**src/rtl/parallel_data_pack.sv**
```systemverilog
// parallel_data_pack: gathers LANE_WIDTH-bit samples into LANES-lane words, first sample in the LSBs.
// Optional feature macro PACK_FLUSH_EN adds s_last/m_lanes for early, zero-padded word emission.
module parallel_data_pack #(
  parameter int LANE_WIDTH = 16,
  parameter int LANES      = 8
) (
  input  logic                        clock,
  input  logic                        reset,
  input  logic                        s_valid,
  output logic                        s_ready,
  input  logic [LANE_WIDTH-1:0]       s_data,
`ifdef PACK_FLUSH_EN
  input  logic                        s_last,
  output logic [$clog2(LANES):0]      m_lanes,
`endif
  output logic                        m_valid,
  input  logic                        m_ready,
  output logic [LANE_WIDTH*LANES-1:0] m_data,
  output logic [$clog2(LANES)-1:0]    lane_idx
);
  localparam int W     = LANE_WIDTH * LANES;
  localparam int IDX_W = $clog2(LANES);
  localparam logic [IDX_W-1:0] LAST_IDX = IDX_W'(LANES - 1);

  // Writes one sample into lane idx; optionally clears every lane above it.
  function automatic logic [W-1:0] insert_lane(input logic [W-1:0]          word,
                                               input logic [IDX_W-1:0]      idx,
                                               input logic [LANE_WIDTH-1:0] sample,
                                               input logic                  zero_upper);
    logic [W-1:0] res;
    res = word;
    for (int i = 0; i < LANES; i++) begin
      if (i == int'(idx))
        res[i*LANE_WIDTH +: LANE_WIDTH] = sample;
      else if (zero_upper && (i > int'(idx)))
        res[i*LANE_WIDTH +: LANE_WIDTH] = '0;
    end
    return res;
  endfunction

  logic                   rdy_p0;
  logic [IDX_W-1:0]       idx_p0;
  logic [W-1:0]           buf_p0;
  logic                   vld_p1;
  logic [W-1:0]           data_p1;
  logic                   flush_req;
  logic                   complete_lane;
  logic                   accept;
  logic [W-1:0]           word_next;

`ifdef PACK_FLUSH_EN
  assign flush_req = s_last;
`else
  assign flush_req = 1'b0;
`endif

  // A completing accept needs the output slot, so only that lane can stall.
  assign complete_lane = (idx_p0 == LAST_IDX) | flush_req;
  assign s_ready       = rdy_p0 & ~(complete_lane & vld_p1 & ~m_ready);
  assign accept        = s_valid & s_ready;
  assign word_next     = insert_lane(buf_p0, idx_p0, s_data, flush_req);

  // Stage p0: assembly buffer and lane pointer
  always_ff @(posedge clock) begin
    if (reset) begin
      rdy_p0 <= 1'b0;
      idx_p0 <= '0;
      buf_p0 <= '0;
    end else begin
      rdy_p0 <= 1'b1;
      if (accept) begin
        buf_p0 <= insert_lane(buf_p0, idx_p0, s_data, 1'b0);
        idx_p0 <= complete_lane ? '0 : idx_p0 + 1'b1;
      end
    end
  end

  // Stage p1: output word register, held while downstream stalls
  always_ff @(posedge clock) begin
    if (reset) begin
      vld_p1  <= 1'b0;
      data_p1 <= '0;
    end else if (accept && complete_lane) begin
      vld_p1  <= 1'b1;
      data_p1 <= word_next;
    end else if (m_ready) begin
      vld_p1  <= 1'b0;
    end
  end

`ifdef PACK_FLUSH_EN
  logic [IDX_W:0] lanes_p1;

  always_ff @(posedge clock) begin
    if (reset)
      lanes_p1 <= '0;
    else if (accept && complete_lane)
      lanes_p1 <= {1'b0, idx_p0} + 1'b1;
  end

  assign m_lanes = lanes_p1;
`endif

  assign m_valid  = vld_p1;
  assign m_data   = data_p1;
  assign lane_idx = idx_p0;

endmodule
```
**config.mk**
```make
export PLATFORM = sky130hd
export DESIGN_NAME = parallel_data_pack
export DESIGN_NICKNAME = d
export VERILOG_FILES = /design/src/rtl/parallel_data_pack.sv
export SDC_FILE = /design/constraint.sdc
export NUM_CORES = 1
export LEC_CHECK = 0
export ABC_AREA = 1
export BUFFER_PORTS_ARGS = -buffer_cell sky130_fd_sc_hd__buf_2
export CORE_ASPECT_RATIO = 1.1
export CORE_MARGIN = 3
export CORE_UTILIZATION = 62
export DETAILED_ROUTE_END_ITERATION = 16
export PLACE_DENSITY = 0.84
export SLEW_MARGIN = 20
export SYNTH_ARGS = -nofsm -noshare
export SYNTH_HDL_FRONTEND = slang
export SYNTH_SLANG_ARGS = --single-unit
```
**constraint.sdc**
```tcl
create_clock -name clock -period 3.71 [get_ports clock]
set_input_delay 0.9275 -clock clock [delete_from_list [all_inputs] [get_ports clock]]
set_output_delay 0.9275 -clock clock [all_outputs]
set_load 0.1 [all_outputs]
```
# ---- Yosys cells after proc, flatten, opt, wreduce, memory -nomap -nowiden
# Cells that the tools add are included.
dict set report totals {
  register_bits 261
  input_bits 20
  output_inout_bits 133
  word_cells 35
}
dict set report op_classes {
  addsub 1
  n_eq_ne 8
  n_mux 12
  bitwise_logic 6
  reduce_logical 3
}
# cell count
set op_table {}
lappend op_table {{2-to-1 mux 16 bit} 8}
lappend op_table {{== test 3 bit (first input constant)} 4}
lappend op_table {{== test 2 x 3 -> 1 bit (first input constant)} 2}
lappend op_table {{bitwise AND 1 bit} 4}
lappend op_table {{adder 3 x 1 -> 3 bit (second input constant)} 1}
lappend op_table {{== test 1 x 3 -> 1 bit (first input constant)} 1}
lappend op_table {{== test 3 bit (second input constant)} 1}
lappend op_table {{logical NOT 3 bit} 1}
lappend op_table {{2-to-1 mux 1 bit} 3}
lappend op_table {{2-to-1 mux 3 bit} 1}
lappend op_table {{NOT 1 bit} 2}
lappend op_table {{nonzero test 2 bit} 1}
lappend op_table {{logical AND 1 bit} 1}

# ---- Depth between registers and ports, before layout
# Gate-level depths: netlist of run 1.
dict set report logic_depth {
  word_depth 8
  mapped_depth 9
  ltp_nobuf 7
}

# ---- Least setup slack after synthesis of run 1
# Ideal clock, no wire load.
dict set report synth_timing {
  kind {register -> output}
  start {reg idx_p0[0], in the netlist lane_idx[0]}
  end {out s_ready}
  arrival_time_ns 2.147
  required_time_ns 2.783
  setup_slack_ns 0.636
  path_stages_with_launch 5
  path_buffers 0
  cell_sequence {dfxtp_1 -> ha_1 -> ha_1 -> nand3_1 -> and2_1}
}
dict set report synth_between {
  elab_chain_len 5
}
# element line
set synth_lines {}
lappend synth_lines {{from (decl)} 42} ;# logic [IDX_W-1:0] idx_p0;
lappend synth_lines {{from (signal assigned)} 73} ;# idx_p0 <= complete_lane ? '0 : idx_p0 + 1'b1;
lappend synth_lines {{== test 3 bit} 58} ;# assign complete_lane = (idx_p0 == LAST_IDX) | flush_req;
lappend synth_lines {{bitwise AND 1 bit (2 in series)} 59} ;# assign s_ready = rdy_p0 & ~(complete_lane & vld_p1 & ~m_ready);
lappend synth_lines {{NOT 1 bit} 59}
lappend synth_lines {{bitwise AND 1 bit} 59}
lappend synth_lines {{to (decl)} 10} ;# output logic s_ready,
# No other way between the ends.

# ---- Final worst setup path of run 1
# Same ends and word-level chain as after synthesis.

==> results of run 1 <==
final timing paths:
check | end
worst max register to register | buf_p0[101]
worst max-delay path | s_ready
worst min register to register | m_data[13]
worst min-delay path | m_data[13]
where the power goes:
part	switching (mW)	internal (mW)
combinational	0.438	0.171
clock	1.02	1.40
sequential	0.0425	2.72
total	1.50	4.29
cells by family (layout without fill, tap and decap cells):
| family | Yosys count | in the layout |
|---|---|---|
| buffers and inverters | 518 | 613 |
| DFF | 245 | 245 |
| adders and majority gates | 6 | 6 |
| and+or+nand+nor | 927 | 927 |
| AOI/OAI and AO/OA | 198 | 198 |
metal layers:
| layer | up-vias | part of all wire | track usage |
|---|---|---|---|
| met5 | - | 0 | 0 |
| met4 | 0 | 0.027 | 0.0786 |
| met3 | 63 | 0.085 | 0.0353 |
| met2 | 375 | 0.46 | 0.450 |
| met1 | 4847 | 0.43 | 0.383 |
| li1 | 5624 | - | - |
flip-flops by register name, summed over array words and instances, names as in the netlist:
register,count
m_valid,1
m_data,128
buf_p0,112
rdy_p0,1
lane_idx,3
worst register-to-register path, cell delays in order, from the launching register on:
cell and delay (ns):
dfxtp_1 0.36, inv_1 0.11, ha_1 0.16, buf_4 0.24, nand2_1 0.58, o21ai_0 0.61
o21ai_0 0.17, nor2_1 0.13
final cells by class:
class / count / area share
Tap cell: 238 / 0.0228
Sequential cell: 245 / 0.375
Inverter: 410 / 0.118
Clock inverter: 11 / 0.00861
Timing Repair Buffer: 162 / 0.0677
Multi-Input combinational cell: 1131 / 0.357
Clock buffer: 30 / 0.0508
stage by stage:
stage               worst slack (ns)  power, mW   util  cell area, sq um  hold slack [ns]
floorplan                      0.636       3.26      -             11600            0.487
global placement                1.08       3.39  0.682             12300            0.494
detailed placement              1.08       3.41  0.682             12300            0.495
CTS                            0.720       5.80  0.725             13100            0.508
global route                   0.649       6.01  0.725             13100            0.528
finish                         0.705       5.79  0.725             13100            0.506
layout by cell type, fill, tap and decap left out:
cell type / count
inv_1: 408
inv_2: 1
ha_1: 6
nand3_4: 1
o21ai_1: 2
nor2_1: 324
clkbuf_16: 25
buf_2: 152
clkinv_2: 6
nand2_1: 551
clkinvlp_4: 3
dfxtp_1: 245
clkbuf_1: 3
inv_6: 1
o21ai_0: 175
o21bai_1: 20
buf_12: 4
bufinv_16: 2
and2_1: 1
clkbuf_8: 2
a21oi_1: 1
nand4_1: 1
nand3_1: 49
buf_4: 6
==> summary.txt, run 1 <==
Run status
  • Outcome: completed

Setup path
  • Startpoint Class: register
  • Most common cell on crit path: ha_1
  • CP Capture Type: output port
  • Launching point of the worst reg2reg path: lane_idx[0]
  • Max incr delay on CP: approximately 0.41 ns
  • WS Path Type: register to output port
  • Slowest CP cell: buf_2
  • Worst Setup SP: lane_idx[0]
  • Worst reg2reg path depth: 7
  • R2R setup slack: ~1.3 ns
  • Critical-path cell list: ha_1, ha_1, nand3_1, and2_1, buf_2
  • Crit path max fanout: 5
  • Critical Path AT: around 2.1 ns
  • Cell family with most CP delay: adder cells
  • CP Data Required Time: ~2.8 ns
  • WP buf/inv: 1
  • Critical Path Stages: 5

Clock tree
  • Clock root buffer: clkbuf_16
  • Hold_buf cts: 0
  • CTS sink count: between 200 and 250
  • H-tree Lvls: 1
  • Post-CTS sizing: 0
  • CTS tree: built
  • Max clock buf depth: 3
  • Reg clk slew, reported paths: 0.06 ns
  • Worst-skew pair later-pin latency: roughly 0.51 ns
  • Clock buffer count from CTS: 24
  • Post-CTS Setup Bufs: 0

Synthesis
  • Cell taking the most area after synthesis: dfxtp_1
  • Largest family of logic cells by synthesized area: simple AND/OR/NAND/NOR gates
  • Ys Warns: 0
  • Post-synthesis cell area: between 10000 and 15000 sq um
  • Most frequent cells after synthesis: nand2_1, inv_1, nor2_1
  • Post-Synth Simple-Gate Area: 0.306
  • EDFF count, synth: 0
  • Post-Synth Adder-Cell Area: 0.00646
  • Yosys reg bits: between 200 and 250
  • Avg Synthesized Cell Area: slightly above 6 sq um
  • Syn nets: ~1900
  • Yosys top cell area share: 0.422
  • Yosys cell types: 19
  • Area fraction in compound gates after synthesis: 0.0896
  • Xor/xnor cell area share of the yosys netlist: 0
  • Seq/Total Area, Yosys: 0.422
  • Count leader, synth: nand2_1
  • Post-synthesis mux area share: 0
  • Synth Flop Type: dfxtp_1
  • Async SR Flop Fraction: 0
  • Most area-consuming cells after synthesis: dfxtp_1, nand2_1, inv_1
  • Post-Synthesis Cells: 1894

Power
  • PD cells: 443 nW/um^2
  • Peak supply drop: around 340 uV
  • Leakage power: between 7 and 8 nW

Timing
  • Slew @ Worst Pin: around 0.98 ns
  • Final setup viols: 0
  • Clock skew: between 0.007 and 0.008 ns
  • Fmax: ~0.33 GHz
  • Setup TNS: 0 ns
  • Unrepaired setup endpoints after global routing: no
  • Relative slew margins: 0.347
  • Final hold violation count: 0
  • Final Cycle Share: 0.810
  • Pins Over Slew Limit: 0
  • Min Tclk post-route: between 3 and 4 ns

Flow run
  • Max_cap viols: 0

Floorplanning
  • Die Area: around 20000 sq um
  • Total core area: around 18000 sq um
  • Io pins: 153
  • Site row count: 51
  • Die width: ~140 microns
  • Die Y-Extent: ~150 microns
  • Initial core utilization: 0.643

Layout
  • Fill cells: roughly 1500
  • N_diodes: 0
  • Footprint of the multi-input gates: ~4700 sq um
  • Fraction of layout cells with a size suffix above 1: 0.102
  • Final nets: 2000
  • Synth-to-Final Area Change: 12.7%
  • Register Area: ~5000 sq um
  • Finished Layout Cells: around 2200

Place
  • Dpl hpwl: between 15 and 20 mm
  • Routability cong.: 0.811
  • Dpl cells: 2186
  • Port Buffers: roughly 150

Hold path
  • Worst hold-check path type: register to register
  • Beginning of the worst hold path: m_data[13]
  • Hold Crit Depth: 4

Global route
  • Initial antenna violation count: 0
  • Vias in the first global route: between 9000 and 10000
  • GR Overflow Total: 0
  • Pin count of the biggest net entering global routing: between 100 and 150
  • Total Routing Usage GR: 0.275
  • Global-route wire length before repair: ~46 mm

Detailed routing
  • DR vias: between 10000 and 15000
  • Residual DRC: 0
  • Avg WL per Cell: 12.9 microns
  • Routed wire length: about 29 mm
  • 1st-pass router iterations: 7
  • Vias per inst: between 4 and 5
  • First-iteration detailed-routing DRC count: around 940
  • Post-route ant nets: 0
Note: power is estimated with default switching activity, not from simulation.
==> run 2: changes to the inputs <==
--- a/config.mk
+++ b/config.mk
@@ -9,9 +9,9 @@
 export BUFFER_PORTS_ARGS = -buffer_cell sky130_fd_sc_hd__buf_2
 export CORE_ASPECT_RATIO = 1.1
 export CORE_MARGIN = 3
-export CORE_UTILIZATION = 62
+export CORE_UTILIZATION = 58
 export DETAILED_ROUTE_END_ITERATION = 16
-export PLACE_DENSITY = 0.84
+export PLACE_DENSITY = 0.79
 export SLEW_MARGIN = 20
 export SYNTH_ARGS = -nofsm -noshare
 export SYNTH_HDL_FRONTEND = slang
==> constraint.sdc (replaced) <==
create_clock -name clock -period 2.9 [get_ports clock]
set_input_delay 0.725 -clock clock [delete_from_list [all_inputs] [get_ports clock]]
set_output_delay 0.725 -clock clock [all_outputs]
set_load 0.1 [all_outputs]
==> summary.txt, run 2 (synthesis gave the netlist of run 1 again) <==
Layout
  • Fraction of layout cells with a size suffix above 1: 0.111 (+0.00844)
  • Most frequent cells in the layout: nand2_1, inv_1, nor2_1
  • Register Area: 4900 sq um (unchanged)
  • Fill cells: 1713 (+14%)
  • N_diodes: 0 (unchanged)
  • Footprint of the multi-input gates: 4680 sq um (unchanged)
  • Largest register FFs: 128 (unchanged)
  • Final nets: 2015 (+0.75%)
  • Finished Layout Cells: 2256 (+1.3%)
  • Synth-to-Final Area Change: 15.5%
  • Commonest non-fill, non-tap cell in the layout: nand2_1

Clock tree
  • CTS tree: built
  • Clock root buffer: clkbuf_16
  • Clock buffer count from CTS: 26 (+8.3%)
  • Post-CTS sizing: 0 (unchanged)
  • Post-CTS Setup Bufs: 0 (unchanged)
  • Worst-skew pair later-pin latency: 0.52 ns (about the same)
  • CTS sink count: 245 (unchanged)
  • H-tree Lvls: 1 (unchanged)
  • Max clock buf depth: 3 (unchanged)
  • Reg clk slew, reported paths: 0.06 ns (about the same)
  • Hold_buf cts: 0 (unchanged)

Detailed routing
  • 1st-pass router iterations: 6 (-1)
  • DR vias: 10900 (+0.30%)
  • Vias per inst: 4.85 (-0.99%)
  • Avg WL per Cell: 13.0 microns (+0.68%)
  • Residual DRC: 0 (unchanged)
  • Routed wire length: 29.4 mm (+2.0%)
  • Post-route ant nets: 0 (unchanged)
  • First-iteration detailed-routing DRC count: 996 (+6.4%)

Setup path
  • Critical-path cell list: ha_1, ha_1, nand3_1, and2_1, buf_2
  • Most common cell on crit path: ha_1
  • WS Path Type: register to output port
  • CP Capture Type: output port
  • CP Data Required Time: 2.17 ns (-0.61 ns)
  • Slowest CP cell: buf_2
  • Startpoint Class: register
  • Max incr delay on CP: 0.41 ns (about the same)
  • Crit path max fanout: 5 (unchanged)
  • Critical Path AT: 2.02 ns (-0.06 ns)

Power
  • Sw frac: 0.252 (-0.00653)
  • Leakage power: 7.85 nW (+2.3%)
  • Psw: 1.98 mW (+32%)
  • Total internal power: 5.88 mW (+37%)
  • PD cells: 586 nW/um^2 (+32%)
  • Combinational Power Share: 0.101 (-0.004)
  • Peak supply drop: 514 uV (+51%)
  • Share of power burned in registers: 0.449 (-0.027)
  • Clock power share: 0.450 (+0.032)

Timing
  • Min Tclk post-route: approximately 2.7 ns
  • Pins Over Slew Limit: 0 (unchanged)
  • Slew @ Worst Pin: 0.583 ns (-0.397 ns)
  • Relative slew margins: 0.610 (+0.263)
  • Final Cycle Share: 0.947
  • Fmax: ~0.36 GHz
  • Setup TNS: 0 ns (unchanged)
  • Final hold violation count: 0 (unchanged)
  • Unrepaired setup endpoints after global routing: no
  • Final setup viols: 0 (unchanged)
  • Clock skew: 0.00871 ns (+0.00117 ns)

Floorplanning
  • Die width: 141 microns (+3.2%)
  • Site row count: 53 (+3.9%)
  • Die Y-Extent: 154 microns (+3.3%)
  • Initial core utilization: 0.600 (-0.0433)
  • Total core area: 19400 sq um (+7.2%)
  • Io pins: 153 (unchanged)
  • Die Area: 21800 sq um (+6.6%)

Place
  • Dpl hpwl: 18.5 mm (+2.9%)
  • Routability cong.: 0.829 (+2.2%)
  • Dpl cells: 2208 (+1.0%)
  • Port Buffers: 152 (unchanged)

Flow run
  • Max_cap viols: 0 (unchanged)

Global route
  • Global-route wire length before repair: 47.7 mm (+3.4%)
  • Pin count of the biggest net entering global routing: 102 (-32%)
  • Total Routing Usage GR: 0.262 (-0.0129)
  • Vias in the first global route: 9841 (+2.4%)
  • Initial antenna violation count: 0 (unchanged)
  • GR Overflow Total: 0 (unchanged)

Run status
  • Outcome: completed

Hold path
  • Worst hold-check path type: input port to register
-- run 2: area by class of cell --
cell class                      instances  area share
Clock inverter                          9     0.00923
Multi-Input combinational cell       1131       0.349
Sequential cell                       245       0.366
Tap cell                              247      0.0230
Timing Repair Buffer                  175      0.0789
Clock buffer                           39      0.0597
Inverter                              410       0.115
-- run 2: power groups by stage --
stage	clock, mW	sequential [mW]	combinational, mW
floorplan	0	3.64	0.537
global placement	0	3.60	0.755
detailed placement	0	3.60	0.777
CTS	3.58	3.53	0.788
global route	3.71	3.54	0.906
finish	3.54	3.53	0.797
-- run 2: per-stage QoR --
stage / total power [mW] / cell area (sq um) / util / hold WS (ns) / setup WS, ns
after floorplan: 4.17 / 11600 / - / 0.487 / 0.0283
after global placement: 4.35 / 12500 / 0.645 / 0.491 / 0.667
after detailed placement: 4.38 / 12500 / 0.645 / 0.494 / 0.675
after CTS: 7.90 / 13400 / 0.693 / 0.483 / 0.146
after global routing: 8.16 / 13400 / 0.693 / 0.532 / 0.0815
final: 7.86 / 13400 / 0.693 / 0.496 / 0.155
-- run 2: routing by layer --
metal,wire (microns),GRT usage
met1,12700,0.355
met2,13200,0.426
met3,2470,0.0436
met4,964,0.0932
met5,0,0
-- run 2: worst max-delay path, delay by kind of cell, from the launching register on --
kind | cells | cell delay (ns)
flops | 1 | 0.35
fa+ha+maj | 2 | 0.46
buf+inv | 1 | 0.41
simple gates | 2 | 0.28
-- run 2: worst paths after layout --
path / startpoint / to / slack, ns / cells after the start
setup reg to reg: lane_idx[0] / buf_p0[110] / 0.83 / 8
hold / removal: m_ready / m_valid / 0.50 / 4
setup / recovery: lane_idx[0] / s_ready / 0.15 / 5
hold reg to reg: m_data[27] / m_data[27] / 0.50 / 4
==> run 3: changes to the inputs <==
--- a/config.mk
+++ b/config.mk
@@ -9,9 +9,10 @@
 export BUFFER_PORTS_ARGS = -buffer_cell sky130_fd_sc_hd__buf_2
 export CORE_ASPECT_RATIO = 1.1
 export CORE_MARGIN = 3
-export CORE_UTILIZATION = 58
+export CORE_UTILIZATION = 60
+export CTS_BUF_LIST = sky130_fd_sc_hd__clkbuf_4
 export DETAILED_ROUTE_END_ITERATION = 16
-export PLACE_DENSITY = 0.79
+export PLACE_DENSITY = 0.8
 export SLEW_MARGIN = 20
 export SYNTH_ARGS = -nofsm -noshare
 export SYNTH_HDL_FRONTEND = slang
==> summary.txt, run 3 (synthesis gave the netlist of run 1 again) <==
Run status
  • Outcome: completed

Clock tree
  • Max clock buf depth: 3 (unchanged)
  • Reg clk slew, reported paths: 0.06 ns (about the same)
  • CTS tree: built
  • Clock buffer count from CTS: 61 (+130%)
  • Post-CTS Setup Bufs: 0 (unchanged)
  • Worst-skew pair later-pin latency: 0.69 ns (+0.17 ns)
  • Hold_buf cts: 0 (unchanged)
  • H-tree Lvls: 2 (+1)
  • Clock root buffer: clkbuf_4
  • CTS sink count: 245 (unchanged)

Setup path
  • Critical-path cell list: ha_1, ha_2, nand3_2, and2_1, buf_4
  • Critical Path AT: 2.02 ns (about the same)
  • Worst Setup SP: lane_idx[1]
  • WS Path Type: register to output port
  • Slowest CP cell: dfxtp_1
  • CP Capture Type: output port
  • CP Data Required Time: 2.17 ns (about the same)
  • Max incr delay on CP: 0.39 ns (-0.02 ns)
  • Crit path max fanout: 4 (-1)
  • Launching point of the worst reg2reg path: lane_idx[1]
  • Startpoint Class: register

Timing
  • Relative slew margins: 0.610 (about the same)
  • Final setup viols: 0 (unchanged)
  • Final Cycle Share: 0.947 (about the same)
  • Pins Over Slew Limit: 0 (unchanged)
  • Slew @ Worst Pin: 0.583 ns (+0.000236 ns)
  • Final hold violation count: 0 (unchanged)
  • Fmax: 0.364 GHz (about the same)
  • Setup TNS: 0 ns (unchanged)
  • Unrepaired setup endpoints after global routing: no
  • Clock skew: 0.0267 ns (+0.0179 ns)
  • Min Tclk post-route: 2.75 ns (+0.00212 ns)

Detailed routing
  • Avg WL per Cell: 12.7 microns (-2.5%)
  • First-iteration detailed-routing DRC count: 972 (-2.4%)
  • Vias per inst: 4.82 (-0.54%)
  • Residual DRC: 0 (unchanged)
  • DR vias: 11100 (+1.3%)
  • Post-route ant nets: 0 (unchanged)
  • 1st-pass router iterations: 5 (-1)
  • Routed wire length: 29.2 mm (-0.68%)

Floorplanning
  • Io pins: 153 (unchanged)
  • Die Y-Extent: 152 microns (-1.6%)
  • Die Area: 21100 sq um (-3.2%)
  • Total core area: 18700 sq um (-3.6%)
  • Die width: 139 microns (-1.6%)
  • Initial core utilization: 0.622 (+0.0222)
  • Site row count: 52 (-1.9%)

Layout
  • Commonest non-fill, non-tap cell in the layout: nand2_1
  • Synth-to-Final Area Change: 13.2%
  • Fraction of layout cells with a size suffix above 1: 0.131 (+0.0209)
  • Final nets: 2048 (+1.6%)
  • Most frequent cells in the layout: nand2_1, inv_1, nor2_1
  • Largest register FFs: 128 (unchanged)

Place
  • Dpl hpwl: 18.6 mm (+0.75%)
  • Port Buffers: 152 (unchanged)
  • Routability cong.: 0.847 (+2.1%)

Global route
  • Total Routing Usage GR: 0.269 (+0.00668)
  • Initial antenna violation count: 1 (+1)
  • Global-route wire length before repair: 48.1 mm (+0.84%)
  • GR Overflow Total: 0 (unchanged)
  • Pin count of the biggest net entering global routing: 95 (-6.9%)
  • Vias in the first global route: 10100 (+2.7%)

Hold path
  • Worst hold-check path type: input port to register
  • Beginning of the worst hold path: m_ready

Power
  • PD cells: 534 nW/um^2 (-8.9%)
  • Peak supply drop: 342 uV (-33%)
  • Leakage power: 7.79 nW (-0.81%)
  • Power Total: 7.01 mW (-11%)

Flow run
  • Max_cap viols: 0 (unchanged)
-- run 3: cell types whose count changed in the layout (fill, tap and decap cells not counted), moves of 2 or more --
cell	delta
clkbuf_4	+90
clkbuf_8	-8
buf_12	-3
bufinv_16	-3
clkinv_1	+4
clkbuf_1	-4
clkbuf_16	-27
buf_4	+2
clkinv_2	-5
-- run 3: final cells by class --
class                   instances  area [sq um]
repair buffers                173          1010
flip-flops and latches        245          4910
well taps                     243           304
clock inverters                 5          18.8
clock buffers                  90           676
multi-input cells            1131          4680
diodes                          1          2.50
inverters                     410          1540
fillers                      1649          5530
-- run 3: what timing repair did --
item | 4_1_cts | 5_1_grt
cloned | 0 | 0
setup endpoints to repair | 1 | 1
resized for setup | 2 | 2
pin swaps | 0 | 0
-- run 3: path summary, 6_finish.rpt --
check / slack (ns) / to / depth (start not counted)
worst max-delay path: 0.15 / s_ready / 5
worst min-delay path: 0.36 / m_valid / 4
worst max register to register: 0.83 / buf_p0[6] / 7
worst min register to register: 0.51 / m_data[99] / 4
-- run 3: routing by layer --
layer / track usage / share of wire
met2: 0.431 / 0.45
met1: 0.367 / 0.44
met3: 0.0522 / 0.085
met4: 0.0899 / 0.024
met5: 0 / 0
-- run 3: power breakdown --
| group | switching (mW) | internal (mW) | total, mW |
|---|---|---|---|
| sequential | 0.0540 | 3.48 | 3.53 |
| combinational | 0.555 | 0.226 | 0.781 |
| clock | 1.32 | 1.39 | 2.70 |
-- run 3: critical path, delay by kind of cell (launching register included) --
kind / cells / cell delay (ns)
adders and majority gates: 2 / 0.45
DFF: 1 / 0.39
buffers and inverters: 1 / 0.23
and+or+nand+nor: 2 / 0.27
-- run 3: per-stage QoR --
step / hold slack (ns) / cells / utilization / area [sq um] / setup slack [ns]
2_1_floorplan: 0.487 / 1894 / - / 11600 / 0.0283
3_3_place_gp: 0.493 / 2202 / 0.666 / 12400 / 0.665
3_5_place_dp: 0.496 / 2202 / 0.666 / 12400 / 0.626
4_1_cts: 0.304 / 2297 / 0.703 / 13100 / 0.0310
5_1_grt: 0.346 / 2298 / 0.704 / 13100 / 0.0354
6_report: 0.357 / 2298 / 0.704 / 13100 / 0.153
